**src/rtl/deck_pkg.sv**
```systemverilog
// rtl/deck_pkg.sv - shared card types, deck geometry and LFSR constants for the card shoe
package deck_pkg;

   typedef enum logic [1:0] {
      SUIT_SPADES   = 2'd0,
      SUIT_HEARTS   = 2'd1,
      SUIT_DIAMONDS = 2'd2,
      SUIT_CLUBS    = 2'd3
   } suit_t;

   typedef struct packed {
      logic [1:0] suit;
      logic [3:0] rank;
      logic [3:0] value;
   } card_t;

   typedef enum logic {
      ST_IDLE  = 1'b0,
      ST_PROBE = 1'b1
   } state_t;

   localparam int CARDS_PER_DECK = 52;
   localparam int RANKS          = 13;

   // Galois form of x^16 + x^14 + x^13 + x^11 + 1, shifting right
   localparam logic [15:0] LFSR_TAPS = 16'hB400;

   function automatic logic [15:0] lfsr_next(input logic [15:0] s);
      return s[0] ? ((s >> 1) ^ LFSR_TAPS) : (s >> 1);
   endfunction

endpackage

```
**src/rtl/card_decode.sv**
```systemverilog
// rtl/card_decode.sv - maps a position within one deck to suit, rank and game value
// Suit-major ordering: pos/13 selects the suit, pos%13+1 the rank.
module card_decode
   import deck_pkg::*;
#(
   parameter int ACE_VALUE = 11
) (
   input  logic [5:0] pos,
   output card_t      card
);

   logic [5:0] rem;
   logic [3:0] rank;

   always_comb begin
      card = '0;
      rem  = pos;
      if (pos >= 6'd39) begin
         card.suit = SUIT_CLUBS;
         rem       = pos - 6'd39;
      end else if (pos >= 6'd26) begin
         card.suit = SUIT_DIAMONDS;
         rem       = pos - 6'd26;
      end else if (pos >= 6'd13) begin
         card.suit = SUIT_HEARTS;
         rem       = pos - 6'd13;
      end else begin
         card.suit = SUIT_SPADES;
      end
      rank      = rem[3:0] + 4'd1;
      card.rank = rank;
      if (rank == 4'd1) begin
         card.value = 4'(ACE_VALUE);
      end else if (rank > 4'd10) begin
         card.value = 4'd10;
      end else begin
         card.value = rank;
      end
   end

endmodule

```
**src/rtl/deck_shoe.sv**
```systemverilog
// rtl/deck_shoe.sv - multi-deck shoe dealing pseudo-random undealt cards on request
// A dealt bit per physical card; a draw probes forward from an LFSR-chosen slot.
module deck_shoe
   import deck_pkg::*;
#(
   parameter int          NUM_DECKS = 1,
   parameter int          ACE_VALUE = 11,
   parameter logic [15:0] LFSR_SEED = 16'hACE1
) (
   input  logic       clk,
   input  logic       rst_n,
   output logic       ready,
   input  logic       draw_req,
   input  logic       shuffle,
   output logic       card_valid,
   output logic [1:0] card_suit,
   output logic [3:0] card_rank,
   output logic [3:0] card_value,
   output logic [2:0] card_deck,
   output logic [8:0] cards_left,
   output logic       empty,
   output logic       empty_err
);

   localparam int         N_SLOTS   = CARDS_PER_DECK * NUM_DECKS;
   localparam int         IW        = $clog2(N_SLOTS);
   localparam logic [8:0] N_CARDS   = 9'(N_SLOTS);
   localparam logic [2:0] DECK_LAST = 3'(NUM_DECKS - 1);

   state_t               state_q, state_d;
   logic [15:0]          lfsr_q;
   logic [N_SLOTS-1:0]   dealt_q;
   logic [8:0]           left_q;
   logic [5:0]           pos_q;
   logic [2:0]           deck_q;
   logic [IW-1:0]        idx;
   logic [5:0]           pos_start;
   logic [2:0]           deck_start;
   logic                 slot_dealt;
   card_t                slot_card;

   logic                 accept, do_shuffle, draw_err, take, advance;

   logic                 valid_q, err_q;
   logic [1:0]           suit_q;
   logic [3:0]           rank_q, value_q;
   logic [2:0]           deck_out_q;

   assign idx        = IW'(int'(deck_q) * CARDS_PER_DECK + int'(pos_q));
   assign slot_dealt = dealt_q[idx];
   assign pos_start  = (lfsr_q[5:0] >= 6'd52) ? (lfsr_q[5:0] - 6'd52) : lfsr_q[5:0];
   // Deck counts are powers of two, so masking keeps the index in range
   assign deck_start = lfsr_q[10:8] & DECK_LAST;

   card_decode #(.ACE_VALUE(ACE_VALUE)) u_decode (
      .pos  (pos_q),
      .card (slot_card)
   );

   always_ff @(posedge clk or negedge rst_n) begin
      if (!rst_n) begin
         state_q <= ST_IDLE;
      end else begin
         state_q <= state_d;
      end
   end

   always_comb begin
      state_d    = state_q;
      accept     = 1'b0;
      do_shuffle = 1'b0;
      draw_err   = 1'b0;
      take       = 1'b0;
      advance    = 1'b0;
      case (state_q)
         ST_IDLE: begin
            if (shuffle) begin
               do_shuffle = 1'b1;
            end else if (draw_req) begin
               if (left_q == 9'd0) begin
                  draw_err = 1'b1;
               end else begin
                  accept  = 1'b1;
                  state_d = ST_PROBE;
               end
            end
         end
         ST_PROBE: begin
            if (slot_dealt) begin
               advance = 1'b1;
            end else begin
               take    = 1'b1;
               state_d = ST_IDLE;
            end
         end
         default: state_d = ST_IDLE;
      endcase
   end

   always_ff @(posedge clk or negedge rst_n) begin
      if (!rst_n) begin
         lfsr_q     <= LFSR_SEED;
         dealt_q    <= '0;
         left_q     <= N_CARDS;
         pos_q      <= 6'd0;
         deck_q     <= 3'd0;
         valid_q    <= 1'b0;
         err_q      <= 1'b0;
         suit_q     <= 2'd0;
         rank_q     <= 4'd0;
         value_q    <= 4'd0;
         deck_out_q <= 3'd0;
      end else begin
         // Free-running so that request timing perturbs the start slot
         lfsr_q  <= lfsr_next(lfsr_q);
         valid_q <= take;
         err_q   <= draw_err;
         if (do_shuffle) begin
            dealt_q <= '0;
            left_q  <= N_CARDS;
         end
         if (accept) begin
            pos_q  <= pos_start;
            deck_q <= deck_start;
         end
         if (advance) begin
            if (pos_q == 6'(CARDS_PER_DECK - 1)) begin
               pos_q  <= 6'd0;
               deck_q <= (deck_q == DECK_LAST) ? 3'd0 : deck_q + 3'd1;
            end else begin
               pos_q <= pos_q + 6'd1;
            end
         end
         if (take) begin
            dealt_q[idx] <= 1'b1;
            left_q       <= left_q - 9'd1;
            suit_q       <= slot_card.suit;
            rank_q       <= slot_card.rank;
            value_q      <= slot_card.value;
            deck_out_q   <= deck_q;
         end
      end
   end

   assign ready      = (state_q == ST_IDLE);
   assign card_valid = valid_q;
   assign empty_err  = err_q;
   assign card_suit  = suit_q;
   assign card_rank  = rank_q;
   assign card_value = value_q;
   assign card_deck  = deck_out_q;
   assign cards_left = left_q;
   assign empty      = (left_q == 9'd0);

endmodule

```
**config.mk**
```make
export PLATFORM = sky130hd
export DESIGN_NAME = deck_shoe
export DESIGN_NICKNAME = d
export VERILOG_FILES = /design/src/rtl/deck_pkg.sv /design/src/rtl/card_decode.sv /design/src/rtl/deck_shoe.sv
export SDC_FILE = /design/constraint.sdc
export NUM_CORES = 1
export LEC_CHECK = 0
export ABC_AREA = 1
export BUFFER_PORTS_ARGS = -buffer_cell sky130_fd_sc_hd__buf_2
export CORE_MARGIN = 1
export CORE_UTILIZATION = 60
export DETAILED_ROUTE_END_ITERATION = 6
export GPL_TIMING_DRIVEN = 0
export PLACE_DENSITY = 0.78
export SLEW_MARGIN = 20
export SYNTH_ARGS = -nofsm -noshare
export SYNTH_HDL_FRONTEND = slang
export SYNTH_SLANG_ARGS = --single-unit
```
**constraint.sdc**
```tcl
create_clock -name clk -period 3.6 [get_ports clk]
set_input_delay 0.72 -clock clk [delete_from_list [all_inputs] [get_ports clk]]
set_output_delay 0.72 -clock clk [all_outputs]
set_load 0.01 [all_outputs]
```
# Word-level counts from Yosys, hierarchy flattened
# Index checks and enable logic that the tools add are counted.
# totals
register_bits	102
input_bits	4
out_inout_bits	26
wordCells	79
# classes
n_addsub	9
mul	1
order_cmp	7
n_eq_ne	2
mux	40
n_bitwise	3
n_reduce_logical	5
# ops
operator	n
$mux W52	2
$or A52 B52 Y52	1
$mux W6	4
$mux W4	5
$mux W9	2
$mux W1	17
$mux W16	1
$ge A6 B6 Y1 const B	2
$mux W3	4
$logic_not A9 Y1	1
$sub A9 B1 Y9 const B	1
$sub A4 B4 Y4 const B	2
$lt A6 B7 Y1 const B	1
$add A6 B1 Y6 const B	1
$add A6 B6 Y6	1
$bmux W1 S6	1
$demux W1 S6	1
$eq A6 B6 Y1 const B	1
$ge A6 B1 Y1 const B	1
$ge A6 B4 Y1 const B	1
$ge A6 B5 Y1 const B	1
$sub A6 B6 Y6 const B	1
$add A4 B1 Y4 const B	1
$eq A4 B1 Y1 const B	1
11 further kinds	13

# Logic depth before layout (Yosys ltp)
# Gate-level depths: netlist of run 1.
# depth
depth_word	8
ltp_mapped	20
ltp_nobuf	19

# Cells and area by module
# From an unflattened synthesis of run 1, not the netlist that was laid out.
# hier_totals
cells_unflattened	760
area_unflattened_um2	5849.4
# by_module_without_submodules
module	n_inst	cells_per_inst	area_per_inst_um2	seq_area_each_um2
deck_shoe	1	659	5168.7	2566.2
card_decode	1	101	680.7	0.0

# Worst setup path after synthesis of run 1
# OpenSTA, ideal clock, no wires.
# synth_timing
kind	register to register
start	register pos_q[1]
end	register value_q[0], in the netlist card_value[0]
setup_ns	0.118
arrival_time_ns	2.389
required_time_ns	3.482
path_slack_ns	1.094
stages_incl_launch_ff	18
n_path_buf	1
path_cell_list	dfrtp_1 -> inv_2 -> buf_4 -> ha_1 -> nand2_1 -> nand2_1 -> nand2_1 -> nand3_1 -> nand2_1 -> nand2_1 -> nand2_1 -> ha_1 -> inv_1 -> or2_2 -> nand3_1 -> nand3_1 -> nand3_1 -> nand2_1
# synth_rtl
item	line	source
start: declaration	deck_shoe.sv:34	logic [5:0] pos_q;
start signal: assignment	deck_shoe.sv:123	pos_q <= pos_start;
start signal: assignment	deck_shoe.sv:131	pos_q <= pos_q + 6'd1;
end signal: assignment	deck_shoe.sv:139	value_q <= slot_card.value;
end: declaration	deck_shoe.sv:46	logic [3:0] rank_q, value_q;

# Final worst setup path of run 1
# layout_timing
start	register pos_q[2]
end	register dealt_q[30]
# layout_between
elab_chain_cells	7
word_cells_on_any_way	12
cone_classes	add/sub: 1; order compare: 2; mux: 7; bitwise: 1; reduce/logical: 1
# layout_rtl
item	line	source
$add A6 B6 Y6 *	deck_shoe.sv:49	assign idx = IW'(int'(deck_q) * CARDS_PER_DECK + int'(pos_q));
$lt A6 B7 Y1 (not written as such) or $ge A6 B1 Y1 (tied branches)	deck_shoe.sv:135	dealt_q[idx] <= 1'b1;
$logic_and A1 B1 Y1 (not written as such)	deck_shoe.sv:135	
$mux W1 (not written as such)	deck_shoe.sv:135	
$demux W1 S6	deck_shoe.sv:135	
$or A52 B52 Y52 (no source line)	-	
$mux W52 *	deck_shoe.sv:134	if (take) begin
end signal: assignment	deck_shoe.sv:103	dealt_q <= '0;
end signal: assignment	deck_shoe.sv:119	dealt_q <= '0;
end signal: indexed assignment	deck_shoe.sv:135	
end: declaration	deck_shoe.sv:32	logic [N_SLOTS-1:0] dealt_q;
# Mark *: on every way between the ends. The rest lies on a longest branch, timed or not. The select of a mux whose other input is x is not followed.
# A chain may end at the register's enable or synchronous reset.

==> run_results.csv, run 1 <==
group,metric,value,unit
synthesis,synth_area_per_cell,7.59,um2
global_routing,grt-ovfl-total,0,
worst_setup_path,crit_arrival,3.36,ns
clock_tree,clockBufferDepth,2,
clock_tree,cts-resized-gates,0,
synthesis,mappedNetlistArea,5740,um2
drt,wl_per_cell,14.6,um
worst_setup_path,cp-end-kind,"flop",
timing,drv_slew,0,
power_and_ir_drop,max-vdd-ir-drop,0.347,mV
clock_tree,cts_sinks,102,
cells_and_area,final_nets,822,
timing,fin_setup_tns,0,ns
synthesis,yosysWarnings,0,
timing,finalClockSkew,0.0189,ns
placed_design,pre_cts_slack,0.646,ns
floorplanning,die_y,99.8,um
cells_and_area,postLayoutCoreUtil,0.678,
timing,setup_viol,0,
drt,drt-vias-per-instance,5.48,
global_routing,grt_antenna_before_repair,0,
worst_setup_path,reg2reg_from,"pos_q[2]$_DFFE_PN0P_",
drt,routed_wl,13600,um
global_routing,met2_usage,0.472,
synthesis,postSynth.topFlopCell,"dfrtp_1",
floorplanning,die_w,99.8,um
power_and_ir_drop,p_leak,3.07,nW
placed_design,place.gp.congestion,0.948,
clock_tree,htreeDepth,3,
drt,vias,5098,
synthesis,ys_async_sr_fraction,1.00,
worst_setup_path,startpoint_type,"flop",
timing,finalWorstSetupSlack,0.528,ns
global_routing,grt_start_max_net_pins,63,
floorplanning,die-area,9960,um2
timing,slew_headroom,0.340,
global_routing,grt_pass1_wl,22600,um
cells_and_area,fillers,776,
floorplanning,io_pins,30,
timing,rsz0062_at_grt,"no",
clock_tree,numCtsBuffers,9,
clock_tree,cts_setup_buffers,0,
clock_tree,cts-root-buf,"clkbuf_8",
cells_and_area,syn_to_final_growth,9.09,%
drt,dr.pass1.iters,5,
timing,clock.fmax,0.326,GHz
clock_tree,hold_buffers,0,
cells_and_area,antenna_cells,0,
placed_design,io_buffers,29,
synthesis,synth-edff-count,0,
synthesis,synth-seq-area-share,0.447,
synthesis,syn_inst,756,
cells_and_area,multi_input_area,2710,um2
run_status,status,"finished, final reports clean",
worst_setup_path,path_class,"reg -> reg",
global_routing,grtUsageTotal,0.290,
job,drv_cap,0,
worst_setup_path,crit_path_max_fanout,10,
global_routing,busiest_layer,"met2",
worst_hold_path,hold_path.class,"in -> async",
drt,first_iter_violations,470,
worst_setup_path,rrSetupSlack,0.53,ns
worst_setup_path,critPathRequiredTime,3.89,ns
power_and_ir_drop,powerDensity,486,nW/um2
cells_and_area,layout-drive-gt1-share,0.117,
timing,hold_viol,0,
drt,drcViolationCount,0,
global_routing,grtUsageMet3,0.0487,
floorplanning,coreArea,9240,um2
clock_tree,cts_tree,"done",
floorplanning,start_util,0.621,
clock_tree,cts.clk_slew.worst_paths,0.11,ns
timing,worst-slew-pin-transition,0.982,ns
worst_setup_path,r2r_cells,12,
global_routing,grt_pass1_vias,4707,
worst_setup_path,reg2reg_to,"dealt_q[30]$_DFF_PN0_",
placed_design,dp_hpwl,9730,um
timing,period_needed,3.07,ns
clock_tree,clk_latency,0.37,ns
synthesis,ys_types,36,
global_routing,grt.met1_usage,0.403,
synthesis,synth.net_count,781,
cells_and_area,register_area,2570,um2
drt,ant_nets,0,
floorplanning,rows,35,
timing,finalCritPeriodShare,0.853,
synthesis,synth-seq-cells,102,
## layout make-up
class                   count  share of cell area
flip-flops and latches    102               0.410
repair buffers             30              0.0286
inverters                  71              0.0426
plain buffers              32              0.0318
clock inverters             7             0.00919
clock buffers               9              0.0198
well taps                 129              0.0258
multi-input cells         551               0.433
## Yosys cell counts (2+ instances only)
master | n | share of area
nand2_1 | 263 | 0.17
dfrtp_1 | 91 | 0.40
nand3_1 | 80 | 0.070
o21ai_0 | 68 | 0.059
inv_1 | 67 | 0.044
nor2_1 | 41 | 0.027
ha_1 | 20 | 0.044
o21ai_1 | 19 | 0.017
buf_2 | 12 | 0.010
nor3_1 | 12 | 0.010
xor2_1 | 12 | 0.018
dfstp_2 | 11 | 0.050
clkbuf_1 | 9 | 0.0059
buf_6 | 6 | 0.012
buf_4 | 5 | 0.0065
nand4_1 | 5 | 0.0054
xnor2_1 | 5 | 0.0076
a21oi_1 | 4 | 0.0035
nor3b_1 | 4 | 0.0052
inv_2 | 3 | 0.0020
nor3_4 | 2 | 0.0057
o31ai_1 | 2 | 0.0026
or2_2 | 2 | 0.0022
## worst max-delay path: stages, from the launching register on
cell and delay, ns:
dfrtp_1 0.53, ha_1 0.32, fa_1 0.38, xnor2_1 0.39, inv_1 0.17, nand3_1 0.17
nor2_1 0.07, nor2_2 0.18, nand3_4 0.17, nor2_8 0.20, buf_6 0.18, nand3_1 0.09
o21ai_1 0.13
## worst max path at each step
stage                         startpoint                         to  depth (start not counted)
floorplan           pos_q[1]$_DFFE_PN0P_  card_value[0]$_DFFE_PN0P_                         17
global placement    pos_q[1]$_DFFE_PN0P_  card_value[0]$_DFFE_PN0P_                         17
detailed placement  pos_q[2]$_DFFE_PN0P_      dealt_q[40]$_DFF_PN0_                         12
CTS                 pos_q[2]$_DFFE_PN0P_      dealt_q[40]$_DFF_PN0_                         12
global route        pos_q[2]$_DFFE_PN0P_   card_deck[2]$_DFFE_PN0P_                         10
finish              pos_q[2]$_DFFE_PN0P_      dealt_q[30]$_DFF_PN0_                         12
## state kept, by name, indices dropped and copies added (netlist names)
name / cells
deck_q: 3
pos_q: 6
card_rank: 4
card_deck: 3
dealt_q: 52
cards_left: 9
lfsr_q: 16
state_q: 1
card_value: 4
card_suit: 2
empty_err: 1
card_valid: 1
## kinds of logic (layout without fill, tap and decap cells)
logic type                 Yosys count  count (layout)  share of synthesized area
xor gates and xnor gates            17              17                     0.0259
and+or+nand+nor                    418             418                      0.314
AOI/OAI and AO/OA                   95              95                     0.0846
DFF                                102             102                      0.447
buffers and inverters              103             149                     0.0811
adders and majority gates           21              21                     0.0471
## metrics by stage
stage | power (mW) | instance area, um2 | std cells | hold WS [ns]
after floorplan | 2.06 | 5740 | 756 | 0.331
after global placement | 2.35 | 6050 | 914 | 0.341
after detailed placement | 2.38 | 6080 | 915 | 0.336
after CTS | 3.05 | 6260 | 931 | 0.249
after global routing | 3.24 | 6260 | 931 | 0.265
final | 3.04 | 6260 | 931 | 0.253
## placed cells by master, fill, tap and decap left out, types with 3 or more instances in the layout
master,synthesis,routed
nand4_1,5,5
buf_4,5,5
clkbuf_8,0,9
a21oi_1,4,4
clkinvlp_4,0,3
ha_1,20,20
nor3b_1,4,4
nand3_1,80,80
dfstp_2,11,11
nor2_1,41,41
xnor2_1,5,5
inv_1,67,67
clkbuf_1,9,9
buf_2,12,40
o21ai_0,68,68
nand2_1,263,263
nor3_1,12,12
inv_2,3,3
buf_6,6,7
xor2_1,12,12
dfrtp_1,91,91
o21ai_1,19,19
## routing by layer
metal  vias up  wire length, um
met4         0              220
met1      2400             6230
li1       2499                -
met3        28              792
met2       171             6320
met5         -                0
## power breakdown
| part | switching [mW] | internal [mW] |
|---|---|---|
| sequential | 0.0855 | 1.27 |
| clock | 0.413 | 0.259 |
| combinational | 0.680 | 0.342 |
No activity file was read; power rests on OpenSTA's default activity.
==> inputs of run 2 (changes only) <==
Settings changed: CORE_UTILIZATION 60 to 62, PLACE_DENSITY 0.78 to 0.81.
==> run_results.csv, run 2 (synthesized netlist as in run 1, its figures left out) <==
group,metric,value,unit
run_status,status,"finished with violations",
run_status,violations,"design-rule violations",
worst_setup_path,crit_path_max_fanout,10,
placed_design,io_buffers,29,
clock_tree,cts-resized-gates,0,
clock_tree,clk_latency,0.38,ns
global_routing,busiest_layer,"met2",
drt,ant_nets,0,
worst_setup_path,cpPeakStageDelay,0.53,ns
worst_hold_path,hold_path.class,"in -> async",
floorplanning,start_util,0.649,
timing,fin_setup_tns,0,ns
timing,drv_slew,0,
floorplanning,die-area,9650,um2
drt,first_iter_violations,412,
clock_tree,numCtsBuffers,9,
floorplanning,io_pins,30,
worst_setup_path,crit_buf_inv,2,
cells_and_area,syn_to_final_growth,8.61,%
global_routing,grt-ovfl-total,0,
worst_setup_path,crit_arrival,3.35,ns
global_routing,grtUsageTotal,0.301,
clock_tree,cts_setup_buffers,0,
worst_setup_path,crit_family,"simple AND/OR/NAND/NOR gates",
cells_and_area,final_nets,822,
timing,rsz0062_at_grt,"no",
global_routing,grt_pass1_vias,4886,
global_routing,grt_antenna_before_repair,0,
power_and_ir_drop,p_leak,3.08,nW
worst_setup_path,path_class,"reg -> reg",
clock_tree,hold_buffers,0,
timing,period_needed,3.06,ns
global_routing,grt_pass1_wl,23300,um
cells_and_area,mostFrequentLayoutCell,"nand2_1",
worst_setup_path,cp-end-kind,"flop",
global_routing,grt_start_max_net_pins,61,
clock_tree,cts.clk_slew.worst_paths,0.12,ns
global_routing,grtUsageMet3,0.0608,
worst_setup_path,path_common_cell,"nand3_1",
worst_setup_path,worstPathCellList,"ha_1 -> fa_1 -> xnor2_1 -> inv_1 -> nand3_1 -> nor2_1 -> nor2_2 -> nand3_4 -> nor2_8 -> buf_6 -> nand3_1 -> o21ai_1",
floorplanning,die_w,98.2,um
timing,setup_viol,0,
clock_tree,htreeDepth,3,
floorplanning,coreArea,8850,um2
clock_tree,cts_sinks,102,
cells_and_area,multi_input_area,2710,um2
drt,vias,5102,
power_and_ir_drop,max-vdd-ir-drop,0.248,mV
cells_and_area,layout-drive-gt1-share,0.117,
worst_setup_path,critPathRequiredTime,3.89,ns
floorplanning,rows,34,
clock_tree,cts-root-buf,"clkbuf_8",
cells_and_area,fillers,716,
placed_design,place.gp.congestion,0.929,
clock_tree,clockBufferDepth,2,
worst_setup_path,crit_path_top_delay_cell,"dfrtp_1",
timing,clock.fmax,0.327,GHz
global_routing,met2_usage,0.488,
floorplanning,die_y,98.2,um
drt,drcViolationCount,4,
timing,slew_headroom,0.325,
cells_and_area,largest-register,"dealt_q",
cells_and_area,most-common-layout-cells,"nand2_1 (263), dfrtp_1 (91), nand3_1 (80), o21ai_0 (68), inv_1 (67)",
cells_and_area,largest_register_ffs,52,
clock_tree,cts_tree,"done",
placed_design,dp_cells,894,
timing,finalCritPeriodShare,0.850,
job,drv_cap,0,
power_and_ir_drop,powerDensity,492,nW/um2
drt,routed_wl,13600,um
timing,finalClockSkew,0.0170,ns
cells_and_area,register_area,2570,um2
timing,worst-slew-pin-transition,1.00,ns
cells_and_area,stdcell_count,910,
drt,dr.pass1.iters,7,
drt,wl_per_cell,14.9,um
placed_design,dp_hpwl,9650,um
global_routing,grt.met1_usage,0.410,
worst_setup_path,startpoint_type,"flop",
timing,hold_viol,0,
drt,drt-vias-per-instance,5.61,
cells_and_area,antenna_cells,0,
[run 2: power breakdown]
group / switching (mW) / internal (mW)
sequential: 0.0873 / 1.27
combinational: 0.683 / 0.343
clock: 0.425 / 0.262
total: 1.20 / 1.87
[run 2: layout make-up]
| cell class | instances | share of cell area |
|---|---|---|
| Clock inverter | 7 | 0.00903 |
| Sequential cell | 102 | 0.412 |
| Buffer | 32 | 0.0319 |
| Timing Repair Buffer | 30 | 0.0287 |
| Clock buffer | 9 | 0.0199 |
| Multi-Input combinational cell | 551 | 0.434 |
| Inverter | 71 | 0.0427 |
| Tap cell | 108 | 0.0217 |
[run 2: through the flow]
stage / worst slack (ns) / instance area, um2 / hold WS (ns) / util / total power, mW
after detailed placement: 0.656 / 6050 / 0.338 / 0.684 / 2.39
after global routing: 0.311 / 6230 / 0.279 / 0.705 / 3.25
after floorplan: 1.09 / 5740 / 0.331 / - / 2.06
after global placement: 0.699 / 6020 / 0.346 / 0.680 / 2.35
final: 0.540 / 6230 / 0.246 / 0.705 / 3.07
after CTS: 0.614 / 6230 / 0.254 / 0.705 / 3.06
[run 2: routing by layer]
layer  wire length (um)  up-vias
met1               5990     2368
li1                   -     2492
met5                  0        -
met2               6340      222
met3               1080       20
met4                186        0
[run 2: final timing paths]
| path | startpoint | to | slack, ns | depth (start not counted) |
|---|---|---|---|---|
| max | pos_q[2]$_DFFE_PN0P_ | dealt_q[30]$_DFF_PN0_ | 0.54 | 12 |
| min | rst_n | dealt_q[49]$_DFF_PN0_ | 0.25 | 1 |
| max reg2reg | pos_q[2]$_DFFE_PN0P_ | dealt_q[30]$_DFF_PN0_ | 0.54 | 12 |
| min reg2reg | lfsr_q[6]$_DFF_PN1_ | lfsr_q[5]$_DFF_PN1_ | 0.35 | 0 |
| max in group asynchronous | rst_n | lfsr_q[6]$_DFF_PN1_ | 2.69 | 2 |
| min in group clk | lfsr_q[6]$_DFF_PN1_ | lfsr_q[5]$_DFF_PN1_ | 0.35 | 0 |
==> inputs of run 3 (changes only) <==
Settings changed: CORE_MARGIN 1 to 10.
==> run_results.csv, run 3 (synthesized netlist as in run 1, its figures left out) <==
group,metric,value,unit
run_status,status,"finished, final reports clean",
clock_tree,numCtsBuffers,9,
floorplanning,start_util,0.630,
global_routing,grt_start_max_net_pins,61,
clock_tree,cts_setup_buffers,0,
global_routing,grt_pass1_vias,4952,
cells_and_area,final_cell_area,6240,um2
power_and_ir_drop,intPower,1.87,mW
floorplanning,io_pins,30,
job,drv_cap,0,
clock_tree,cts.clk_slew.worst_paths,0.11,ns
global_routing,grt_pass1_wl,23700,um
power_and_ir_drop,combinationalPowerShare,0.336,
timing,worst-slew-pin-transition,1.01,ns
power_and_ir_drop,switching_share,0.389,
cells_and_area,antenna_cells,0,
power_and_ir_drop,seqPwrFrac,0.443,
cells_and_area,syn_to_final_growth,8.65,%
placed_design,io_buffers,29,
timing,hold_viol,0,
timing,finalCritPeriodShare,0.843,
placed_design,place.gp.congestion,0.944,
drt,drt-vias-per-instance,5.64,
clock_tree,cts-resized-gates,0,
drt,first_iter_violations,606,
power_and_ir_drop,p_leak,3.08,nW
drt,routed_wl,13900,um
timing,finalClockSkew,0.0179,ns
timing,finalWorstSetupSlack,0.565,ns
cells_and_area,postLayoutCoreUtil,0.685,
timing,setup_viol,0,
clock_tree,cts_tree,"done",
floorplanning,die-area,13500,um2
placed_design,dp_cells,897,
clock_tree,cts_sinks,102,
timing,drv_slew,0,
drt,wl_per_cell,15.2,um
worst_setup_path,crit_path_max_fanout,10,
cells_and_area,stdcell_count,913,
drt,ant_nets,0,
worst_hold_path,hold_path.class,"in -> async",
power_and_ir_drop,powerDensity,489,nW/um2
timing,fin_setup_tns,0,ns
cells_and_area,layout-drive-gt1-share,0.117,
power_and_ir_drop,max-vdd-ir-drop,0.230,mV
timing,rsz0062_at_grt,"no",
clock_tree,clockBufferDepth,2,
worst_setup_path,crit_arrival,3.30,ns
clock_tree,htreeDepth,3,
worst_setup_path,critPathRequiredTime,3.87,ns
floorplanning,die_w,116,um
drt,drcViolationCount,0,
worst_setup_path,cp-end-kind,"flop",
floorplanning,die_y,116,um
placed_design,dp_hpwl,9880,um
worst_setup_path,path_class,"reg -> reg",
placed_design,pre_cts_slack,0.665,ns
cells_and_area,largest-register,"dealt_q",
drt,vias,5147,
cells_and_area,largest_register_ffs,52,
global_routing,grt-ovfl-total,0,
power_and_ir_drop,pwr-share-clk,0.221,
cells_and_area,most-common-layout-cells,"nand2_1 (263), dfrtp_1 (91), nand3_1 (80), o21ai_0 (68), inv_1 (67)",
cells_and_area,final_nets,822,
clock_tree,clk_latency,0.37,ns
power_and_ir_drop,p_sw,1.19,mW
worst_setup_path,startpoint_type,"flop",
global_routing,grtUsageTotal,0.217,
timing,clock.fmax,0.329,GHz
power_and_ir_drop,power,3.05,mW
timing,period_needed,3.04,ns
cells_and_area,mostFrequentLayoutCell,"nand2_1",
global_routing,grt_antenna_before_repair,0,
placed_design,place_area,6060,um2
drt,dr.pass1.iters,5,
cells_and_area,fillers,765,
floorplanning,coreArea,9110,um2
timing,slew_headroom,0.323,
clock_tree,hold_buffers,0,
floorplanning,rows,35,
timing,holdWs,0.251,ns
clock_tree,cts-root-buf,"clkbuf_8",
[run 3: changes by cell type in the layout (fill, tap and decap cells not counted), sizes merged]
cell and change:
clkinvlp +2, clkinv -2
[run 3: power groups by stage]
stage | sequential [mW] | clock [mW] | combinational, mW
global placement | 1.37 | 0 | 0.993
global route | 1.37 | 0.742 | 1.16
detailed placement | 1.37 | 0 | 1.01
finish | 1.35 | 0.675 | 1.03
CTS | 1.35 | 0.690 | 1.02
floorplan | 1.40 | 0 | 0.664
[run 3: area by class of cell]
| cell class | instances | area (um2) | share of cell area |
|---|---|---|---|
| tap | 111 | 139 | 0.0223 |
| timing repair buffer | 30 | 179 | 0.0287 |
| inverter | 71 | 267 | 0.0427 |
| multi-input combinational | 551 | 2710 | 0.434 |
| buffer | 32 | 199 | 0.0319 |
| clock inverter | 7 | 55.1 | 0.00883 |
| clock buffer | 9 | 124 | 0.0199 |
| sequential | 102 | 2570 | 0.411 |
[run 3: worst paths after layout]
path,depth (start not counted),end,slack [ns],start
max in group asynchronous,2,lfsr_q[11]$_DFF_PN1_,2.67,rst_n
hold reg to reg,0,lfsr_q[8]$_DFF_PN0_,0.35,lfsr_q[9]$_DFF_PN0_
setup / recovery,10,dealt_q[9]$_DFF_PN0_,0.56,pos_q[2]$_DFFE_PN0P_
min in group clk,0,lfsr_q[8]$_DFF_PN0_,0.35,lfsr_q[9]$_DFF_PN0_
hold / removal,1,dealt_q[28]$_DFF_PN0_,0.25,rst_n
setup reg to reg,10,dealt_q[9]$_DFF_PN0_,0.56,pos_q[2]$_DFFE_PN0P_
[run 3: metal layers]
layer	part of all wire	vias to the layer above	track usage
li1	-	2501	-
met1	0.44	2413	0.294
met2	0.46	196	0.342
met3	0.077	37	0.0380
met4	0.020	0	0.0792
met5	0	-	0
[run 3: worst max-delay path, stage by stage, from the launching register on]
cell and delay [ns]:
dfrtp_1 0.52, ha_1 0.30, fa_1 0.39, xnor2_1 0.36, inv_1 0.17, nand3_1 0.15, nor2_1 0.07, nor2_2 0.19
nand4_2 0.27, buf_2 0.28, o21ai_0 0.22
